===== src/rtl/ex_8_8_pkg.sv =====
// rtl/ex_8_8_pkg.sv - shared sizes, constants and state type for the ex_8_8 ones blocks
package ex_8_8_pkg;

  // Width of the generated word (shift register R1)
  localparam int r1_size = 8;
  // Width of the count input (down-counter R2)
  localparam int r2_size = 4;

  localparam logic PWR = 1'b1;
  localparam logic GND = 1'b0;

  typedef enum logic {
    S_IDLE = 1'b0,
    S_RUN  = 1'b1
  } ones_gen_state_t;

  // Thermometer code with n ones, right-aligned, saturating at the word width
  function automatic logic [r1_size-1:0] thermo(input int unsigned n);
    logic [r1_size-1:0] t;
    t = '0;
    for (int i = 0; i < r1_size; i++) begin
      if (i < n) t[i] = PWR;
    end
    return t;
  endfunction

endpackage


===== src/rtl/ex_8_8_ones_gen_ctrl.sv =====
// rtl/ex_8_8_ones_gen_ctrl.sv - controller for the ones generator: state, rdy/done, load/shift strobes
module ones_gen_ctrl
  import ex_8_8_pkg::*;
(
  input  logic clk,
  input  logic rstb,
  input  logic start,
  input  logic r2_zero,
  output logic rdy,
  output logic done,
  output logic load,
  output logic shift
);

  ones_gen_state_t state;

  // Ready is a pure decode of the state so the handshake has no extra lag
  assign rdy   = (state == S_IDLE);
  // A start seen while idle loads the datapath on the same edge it is sampled
  assign load  = (state == S_IDLE) && start;
  // One shift per edge while ones remain to be generated
  assign shift = (state == S_RUN) && !r2_zero;

  // State register with registered done pulse on the edge that returns to idle
  always_ff @(posedge clk) begin
    if (!rstb) begin
      state <= S_IDLE;
      done  <= GND;
    end else begin
      done <= GND;
      case (state)
        S_IDLE: begin
          if (start) state <= S_RUN;
        end
        S_RUN: begin
          if (r2_zero) begin
            state <= S_IDLE;
            done  <= PWR;
          end
        end
        default: state <= S_IDLE;
      endcase
    end
  end

endmodule


===== src/rtl/ex_8_8_ones_gen.sv =====
// rtl/ex_8_8_ones_gen.sv - serial thermometer-code generator, optional ovf flag via ONES_GEN_OVF_EN
module ex_8_8_ones_gen
  import ex_8_8_pkg::*;
#(
  parameter int W_DATA = r1_size,
  parameter int W_CNT  = r2_size
) (
  input  logic              clk,
  input  logic              rstb,
  input  logic              start,
  input  logic [W_CNT-1:0]  count_in,
  output logic [W_DATA-1:0] word,
`ifdef ONES_GEN_OVF_EN
  output logic              ovf,
`endif
  output logic              rdy,
  output logic              done
);

  logic [W_CNT-1:0] r2;
  logic             r2_zero;
  logic             load;
  logic             shift;

  assign r2_zero = (r2 == '0);

  ones_gen_ctrl u_ctrl (
    .clk     (clk),
    .rstb    (rstb),
    .start   (start),
    .r2_zero (r2_zero),
    .rdy     (rdy),
    .done    (done),
    .load    (load),
    .shift   (shift)
  );

  // R1 shifts a one in from the right each run cycle; once full it stays all-ones
  always_ff @(posedge clk) begin
    if (!rstb) begin
      word <= '0;
    end else if (load) begin
      word <= '0;
    end else if (shift) begin
      word <= {word[W_DATA-2:0], PWR};
    end
  end

  // R2 counts the remaining ones; shift is only asserted when it is non-zero, so it never wraps
  always_ff @(posedge clk) begin
    if (!rstb) begin
      r2 <= '0;
    end else if (load) begin
      r2 <= count_in;
    end else if (shift) begin
      r2 <= r2 - 1'b1;
    end
  end

`ifdef ONES_GEN_OVF_EN
  // Sticky overflow: a shift while the MSB is already set means the count exceeded the width
  always_ff @(posedge clk) begin
    if (!rstb) begin
      ovf <= GND;
    end else if (load) begin
      ovf <= GND;
    end else if (shift && word[W_DATA-1]) begin
      ovf <= PWR;
    end
  end
`endif

endmodule


===== config.mk =====
export PLATFORM = sky130hd
export DESIGN_NAME = ex_8_8_ones_gen
export DESIGN_NICKNAME = d
export VERILOG_FILES = /design/src/rtl/ex_8_8_pkg.sv /design/src/rtl/ex_8_8_ones_gen_ctrl.sv /design/src/rtl/ex_8_8_ones_gen.sv
export SDC_FILE = /design/constraint.sdc
export NUM_CORES = 1
export LEC_CHECK = 0
export ABC_AREA = 1
export BUFFER_PORTS_ARGS = -buffer_cell sky130_fd_sc_hd__buf_2
export CORE_UTILIZATION = 33
export DETAILED_ROUTE_END_ITERATION = 10
export GPL_TIMING_DRIVEN = 0
export PLACE_DENSITY_LB_ADDON = 0.05
export SETUP_SLACK_MARGIN = 0.1
export SYNTH_ARGS = -nofsm -noshare
export SYNTH_HDL_FRONTEND = slang
export SYNTH_SLANG_ARGS = --single-unit

===== constraint.sdc =====
create_clock -name clk -period 1.4 [get_ports clk]
set_clock_uncertainty 0.2 [all_clocks]
set_input_delay 0.07 -clock clk [delete_from_list [all_inputs] [get_ports clk]]
set_output_delay 0.07 -clock clk [all_outputs]
set_load 0.005 [all_outputs]

==> metrics, run 1 <==
outcome finished, final reports clean; RSZ-0062 raised after global routing true; transition time at the pin with the least slew margin 0.217 ns; GR peak layer met2; FF/Latch Area 284 sq um; I/O Pins 17; final instance area 893 sq um; commonest non-fill, non-tap cells in the layout nand2_1 (20), buf_2 (16), dfxtp_1 (11), inv_1 (9), nor2_1 (9); Die Area 1950 sq um; Power Density 1000 nW/um^2; Hold Slack 0.271 ns; routed len/inst ~11 um; Setup crit start kind register; fill count 157; layout cells sized above 1 40.2%; Clk Latency, worst-skew pair 0.28 ns; ant diodes 0; Final Hold Fails 0; core area 1580 sq um; max-slew violation count 0; largest net degree at the start of global routing 11; crit path DAT between 1 and 1.5 ns; period utilization around 93%; Antenna Violating Nets Remaining 0; H-tree Lvls 1; Worst-path clk slew approximately 0.08 ns; Vias 602; DRC viols 0; nets 122; Die Wd ~44 um; commonest non-fill, non-tap cell in the layout nand2_1; area used by multi-input combinational logic between 300 and 400 sq um; vias in the first global route 500; syn nets 91; grt total ovfl 0; Layout area overhead 52.2%; DRT iter0 DRCs 4; cells after synthesis 83; Worst setup EP type register; fin crit period 1.30 ns; Ys Warns 0; CTS buffer count 3; M2 GR Usage 22.4%; antenna violations before repair 0; die height 44.2 um; VDD IR max 0.436 mV; leakage power ~0.40 nW; first-pass GRT wire length 2.16 mm; vias per std cell 4.70; synth unique cells 13; row count 14; worst hold path class reg -> reg; syn_area_per_cell 7.07 sq um; Post-Syn Area 587 sq um; drt total wl 1.42 mm; Seq/Total Area, Yosys 47.8%; CTS tree done; gp weighted congestion 0.752; final worst setup slack 0.100 ns; hpwl dp 862 um; max-cap violations 0; Seq cells post-synth 14; GR Layer Usage met1 19.3%; CP Class reg -> reg; dpl cell area 689 sq um; Highest Clock Rate 769 MHz; Rel. slew slack 85.5%; Longest Clk Path Bufs 2; 1st-pass router iterations 5; critical path data required time 1.41 ns; clk sink count 14; met3 Use GR 7.35%; CTS root buf clkbuf_4; global-route usage over all layers 15.5%; starting density of the core 37.2%; port bufs 16; Worst Setup Slack post-DPL -0.0218 ns; final setup fails 0; crit path max fanout 5
-- synth_stat cells --
cell type,instances,area share (%)
buf_6,1,1.9
nand3_1,4,3.4
nand2_2,2,2.1
inv_1,11,7.0
dfxtp_1,14,48
nand2_1,23,15
nor2_1,10,6.4
nand4_1,1,1.1
ha_1,1,2.1
nor3_1,1,0.85
a21oi_1,11,9.4
inv_2,1,0.64
o21ai_0,3,2.6
-- cell type report --
type / instances / area share (%)
inverter: 12 / 5.88
tap: 16 / 2.24
timing repair buffer: 26 / 19.5
buffer: 1 / 1.26
clock buffer: 3 / 2.52
multi-input combinational: 56 / 36.8
sequential: 14 / 31.8
-- flip-flops by register name, summed over array words and instances, names as in the netlist --
signal and count:
u_ctrl.state 1, u_ctrl.done 1, r2 4, word 8
-- per-stage QoR --
| step | utilization, % | power, W | cells | setup TNS [ns] |
|---|---|---|---|---|
| after floorplan | - | 0.000540 | 83 | 0 |
| after detailed placement | 43.7 | 0.000581 | 115 | -0.0231 |
| after global routing | 56.7 | 0.000962 | 128 | 0 |
| final | 56.7 | 0.000897 | 128 | 0 |
| after global placement | 43.7 | 0.000580 | 115 | -0.0234 |
| after CTS | 52.5 | 0.000864 | 127 | 0 |
-- worst paths after layout --
kind	from	to	slack, ns	cells after the start
worst max-delay path	r2[1]	r2[1]	0.10	7
worst min-delay path	word[7]	word[7]	0.27	2
worst max register to register	r2[1]	r2[1]	0.10	7
worst min register to register	word[7]	word[7]	0.27	2
-- where the power goes --
| group | internal [W] | switching (W) | leakage, nW |
|---|---|---|---|
| Sequential | 0.000419 | 0.0000191 | 0.115 |
| Clock | 0.0000999 | 0.000125 | 0.0138 |
| Combinational | 0.000107 | 0.000127 | 0.267 |
| Total | 0.000626 | 0.000271 | 0.395 |
-- layer usage --
metal  part of all wire [%]  up-vias  routed length, um
met4                   0.70        0                 10
met2                     45       16                645
met5                      0        -                  0
li1                       -      319                  -
met1                     49      265                692
met3                    5.3        2                 75
-- worst max-delay path, stage by stage (launching register included) --
cell	delay, ns
dfxtp_2	0.33
inv_2	0.06
ha_4	0.15
nand2_4	0.07
nand2_8	0.09
buf_6	0.13
nand3_2	0.07
a21oi_2	0.13
-- timing repair --
| item | in CTS | in global routing |
|---|---|---|
| resized for setup | 11 | 15 |
| hold buffers | 6 | 0 |
| hold endpoints to repair | 6 | 0 |
| setup endpoints to repair | 13 | 13 |
| pin swaps | 3 | 11 |
| cloned | 1 | 0 |
| setup buffers | 2 | 1 |
-- cell families after synthesis --
| logic type | after synthesis | synth area share (%) |
|---|---|---|
| and+or+nand+nor | 41 | 28.6 |
| AOI/OAI and AO/OA | 14 | 11.9 |
| buffers and inverters | 13 | 9.59 |
| adders and majority gates | 1 | 2.13 |
| DFF | 14 | 47.8 |
Note: power is estimated with default switching activity, not from simulation.
==> run 2: changes to the inputs <==
--- a/config.mk
+++ b/config.mk
@@ -7,6 +7,7 @@
 export LEC_CHECK = 0
 export ABC_AREA = 1
 export BUFFER_PORTS_ARGS = -buffer_cell sky130_fd_sc_hd__buf_2
+export CORE_ASPECT_RATIO = 1.2
 export CORE_UTILIZATION = 33
 export DETAILED_ROUTE_END_ITERATION = 10
 export GPL_TIMING_DRIVEN = 0
==> constraint.sdc (replaced) <==
create_clock -name clk -period 1.32 [get_ports clk]
set_clock_uncertainty 0.2 [all_clocks]
set_input_delay 0.066 -clock clk [delete_from_list [all_inputs] [get_ports clk]]
set_output_delay 0.066 -clock clk [all_outputs]
set_load 0.005 [all_outputs]
==> metrics, run 2 (synthesis gave the netlist of run 1 again) <==
outcome finished, final reports clean; fin util ~58%; Clk Latency, worst-skew pair 0.28 ns; Worst setup EP type register; FF/Latch Area 285 sq um; CTS root buf clkbuf_4; die height around 48 um; port bufs 16; grt total ovfl 0; leakage power around 0.41 nW; H-tree Lvls 1; DRT iter0 DRCs 9; worst hold path class reg -> reg; layout cells sized above 1 between 40% and 50%; vias per std cell 4.76; Rel. slew slack 85.6%; row count 16; vias in the first global route 461; largest net degree at the start of global routing 11; Die Wd 40.5 um; routed len/inst about 10 um; RSZ-0062 raised after global routing true; final total power 0.00104 W; Setup TNS Final 0 ns; Highest Clock Rate 776 MHz; commonest non-fill, non-tap cells in the layout nand2_1 (17), buf_2 (16), dfxtp_1 (10), inv_1 (8), nor2_1 (8); fin crit period 1.29 ns; Biggest register word; max reg flops 8; transition time at the pin with the least slew margin 0.216 ns; Worst-path clk slew 0.09 ns; Longest Clk Path Bufs 2; period utilization 97.6%; commonest non-fill, non-tap cell in the layout nand2_1; fill count 176; clk sink count 14; Power Density 1100 nW/um^2; core area 1640 sq um; antenna violations before repair 0; Die Area 1950 sq um; CTS tree done; Antenna Violating Nets Remaining 0; hpwl dp about 830 um; crit path DAT 1.26 ns; global-route usage over all layers 15.1%; CP Class reg -> reg; Setup crit start kind register; first-pass GRT wire length 1.95 mm; I/O Pins 17; max-cap violations 0; CTS buffer count 3; Crit-path slowest cell dfxtp_2; area used by multi-input combinational logic 348 sq um; ant diodes 0; starting density of the core a little over a third; Top Registers word (8), r2 (4); slowest stage delay, CP 0.35 ns; Critical Path, Cell by Cell inv_4, ha_4, nand2_4, nand2_8, buf_6, o21ai_2, a21oi_1; nets approximately 120; max-slew violation count 0; 1st-pass router iterations 5; Layout area overhead 61.0%; final setup fails 0; VDD IR max 0.620 mV; DRC viols 0; drt total wl 1.38 mm; gp weighted congestion 0.692; critical path data required time 1.29 ns; Final Hold Fails 0; Vias approximately 630; crit path max fanout 5
## run 2: worst max-delay path: cells and delay by family, from the launching register on
family                   cells  cell delay [ns]
buffers and inverters        2             0.18
AND/OR/NAND/NOR              2             0.16
adder cells (fa/ha/maj)      1             0.16
AO/OA/AOI/OAI                2             0.14
flip-flops                   1             0.35
## run 2: metal layers
layer	track usage, %	vias to the layer above	share of wire (%)
met5	0	-	0
met4	6.00	0	0.87
met3	4.11	2	3.6
met2	22.5	14	51
met1	20.6	290	45
li1	-	322	-
## run 2: path summary, 6_finish.rpt
| check | slack, ns | end | start | cells after the start |
|---|---|---|---|---|
| min | 0.26 | word[7] | word[7] | 2 |
| max | 0.03 | r2[0] | r2[0] | 7 |
| min reg2reg | 0.26 | word[7] | word[7] | 2 |
| max reg2reg | 0.03 | r2[0] | r2[0] | 7 |
## run 2: repair_timing
item | in CTS | in global routing
buffers inserted | 3 | 1
endpoints found under the hold margin | 14 | 0
endpoints found under the setup margin | 13 | 13
pin swaps | 9 | 1
gates resized for setup | 16 | 18
gates cloned | 1 | 0
hold buffers | 6 | 0
## run 2: metrics by stage
step	setup WS (ns)	instances	hold WS, ns	instance area, sq um
6_report	0.0317	132	0.259	945
4_1_cts	0.0492	131	0.261	876
3_5_place_dp	-0.0355	117	0.199	706
5_1_grt	-0.0151	132	0.294	945
2_1_floorplan	0.0799	83	0.0389	603
3_3_place_gp	-0.0352	117	0.194	706
## run 2: cell type report
| cell class | instances | share of cell area (%) |
|---|---|---|
| Multi-Input combinational cell | 56 | 36.8 |
| Sequential cell | 14 | 30.2 |
| Timing Repair Buffer | 27 | 19.2 |
| Clock buffer | 4 | 3.84 |
| Tap cell | 18 | 2.38 |
| Inverter | 12 | 6.36 |
| Buffer | 1 | 1.19 |
## run 2: power by group
group	switching, W	internal [W]
logic	0.000140	0.000124
clock network	0.000138	0.000168
registers	0.0000238	0.000445
total	0.000302	0.000737
==> run 3: changes to the inputs <==
--- a/config.mk
+++ b/config.mk
@@ -5,7 +5,6 @@
 export SDC_FILE = /design/constraint.sdc
 export NUM_CORES = 1
 export LEC_CHECK = 0
-export ABC_AREA = 1
 export BUFFER_PORTS_ARGS = -buffer_cell sky130_fd_sc_hd__buf_2
 export CORE_ASPECT_RATIO = 1.2
 export CORE_UTILIZATION = 33
==> constraint.sdc (replaced) <==
create_clock -name clk -period 1.5 [get_ports clk]
set_clock_uncertainty 0.2 [all_clocks]
set_input_delay 0.075 -clock clk [delete_from_list [all_inputs] [get_ports clk]]
set_output_delay 0.075 -clock clk [all_outputs]
set_load 0.005 [all_outputs]
==> metrics, run 3 <==
crit path DAT 1.63 ns; CTS tree done; Top Registers word (8), r2 (4); outcome complete, but fails checks; GR Layer Usage met1 a little under a quarter; commonest non-fill, non-tap cells in the layout buf_2 (16), dfxtp_1 (12), a21oi_1 (10), nand3_1 (8), o21ai_1 (8); Setup crit start kind register; Die Area 2030 sq um; number of synthesized flops with an enable pin 0; Final Hold Fails 0; Finished Layout Cells 122; routed len/inst 12.6 um; syn_area_per_cell 8.64 sq um; layout cells sized above 1 just under 40%; Antenna Violating Nets Remaining 0; fin crit period between 1.5 and 2 ns; Vias a little over 600; fraction of registers with async set/reset 0%; gp weighted congestion 0.681; period utilization 110%; Yosys top cell area share between 40% and 50%; worst hold path class reg -> reg; largest net degree at the start of global routing 11; Seq/Total Area, Yosys about 46%; Layout area overhead 48.6%; CTS root buf clkbuf_4; port bufs 16; max-slew violation count 0; Ys Warns 0; DRT iter0 DRCs 11; final setup fails 11; Rel. slew slack 81.0%; DRC viols 0; core area between 1500 and 2000 sq um; max-cap violations 0; syn nets 79; row count 16; hpwl dp 990 um; H-tree Lvls 1; RSZ-0062 raised after global routing true; 1st-pass router iterations 3; Longest Clk Path Bufs 2; crit path max fanout 10; Worst-path clk slew 0.09 ns; Placed Cells 105; GR peak layer met2; final worst setup slack -0.157 ns; Top FF cell, synth dfxtp_1; post-synth top area cell dfxtp_1; nets approximately 110; grt total ovfl 0; first-pass GRT wire length 2.51 mm; vias per std cell 5.06; max reg flops 8; Worst Setup Slack post-DPL -0.163 ns; commonest non-fill, non-tap cell in the layout buf_2; transition time at the pin with the least slew margin 0.285 ns; critical path data required time 1.47 ns; vias in the first global route a little under 600; cells after synthesis ~70; most frequent cell after synthesis dfxtp_1; starting density of the core 36.5%; reg2reg setup slack -0.16 ns; synth unique cells 26; Internal Power between 0.0006 and 0.0007 W; I/O Pins 17; Clk Latency, worst-skew pair 0.28 ns; Switching Fraction 28.3%; combinational power share 28.1%; clk sink count 14; antenna violations before repair 0; largest cells by area after synthesis dfxtp_1 (46%), a21oi_1 (8.2%), nand3_1 (6.5%); Post-Syn Area 613 sq um; failing checks setup timing; Highest Clock Rate 604 MHz; met3 Use GR about 4.1%; CP Class reg -> reg; Seq cells post-synth 14; fill count 181; drt total wl ~1.5 mm; Biggest register word; Post-synth top cells dfxtp_1 (14), a21oi_1 (10), nand3_1 (8), o21ai_1 (8), inv_1 (5); die height 49.2 um; CTS buffer count 3; fin util between 50% and 60%; Power Density 1040 nW/um^2; VDD IR max 0.656 mV; register share of total power a little over two fifths; leakage power ~0.37 nW; Worst setup EP type register; Die Wd 41.3 um; clock share of power approximately 29%; global-route usage over all layers 17.7%; M2 GR Usage 27.1%; ant diodes 0; switching power 0.000267 W
run 3: cells by family (layout without fill, tap and decap cells):
group,count (synthesis),after routing,share of synthesized area [%]
DFF,14,14,45.7
muxes,1,1,1.63
and+or+nand+nor,23,23,22.5
AOI/OAI and AO/OA,24,24,21.8
buffers and inverters,8,41,6.33
adders and majority gates,1,1,2.04
run 3: what timing repair did:
item / 4_1_cts / 5_1_grt
setup endpoints to repair: 14 / 14
setup buffers: 3 / 4
resized for setup: 3 / 4
hold buffers: 6 / 0
pin swaps: 1 / 2
endpoints found under the hold margin: 6 / 0
run 3: path summary, 6_finish.rpt:
path	cells past startpoint	startpoint	to
worst max-delay path	6	r2[0]	r2[1]
worst min-delay path	2	word[5]	word[6]
worst max register to register	6	r2[0]	r2[1]
worst min register to register	2	word[5]	word[6]
run 3: metrics by stage:
step	TNS, ns	instance area [sq um]	total power, W	hold WS [ns]
floorplan	-0.0826	628	0.000541	0.0111
global placement	-1.30	731	0.000594	0.142
detailed placement	-1.15	731	0.000593	0.150
CTS	-0.783	861	0.000899	0.283
global route	-1.29	911	0.000999	0.304
finish	-0.626	911	0.000943	0.283
run 3: layout make-up:
class                      count  area (sq um)  share of cell area (%)
timing repair buffer          29           205                    22.5
clock buffer                   4          36.3                    3.98
sequential                    14           283                    31.0
tap                           18          22.5                    2.47
multi-input combinational     49           318                    34.9
buffer                         3          23.8                    2.61
inverter                       5          22.5                    2.47
run 3: power by group through the flow:
stage | sequential [W] | clock (W) | combinational [W]
6_report | 0.000407 | 0.000272 | 0.000265
4_1_cts | 0.000407 | 0.000281 | 0.000210
5_1_grt | 0.000409 | 0.000300 | 0.000289
3_5_place_dp | 0.000414 | 0 | 0.000179
2_1_floorplan | 0.000412 | 0 | 0.000130
3_3_place_gp | 0.000414 | 0 | 0.000180
run 3: metal layers:
metal	wire length [um]	part of all wire (%)
met1	757	49
met2	715	47
met3	49	3.2
met4	14	0.91
met5	0	0
run 3: worst max-delay path: stages, from the launching register on:
cell and delay, ns:
dfxtp_2 0.34, inv_2 0.07, ha_4 0.15, or3b_4 0.37, buf_6 0.15, a32oi_1 0.18
a21oi_1 0.08
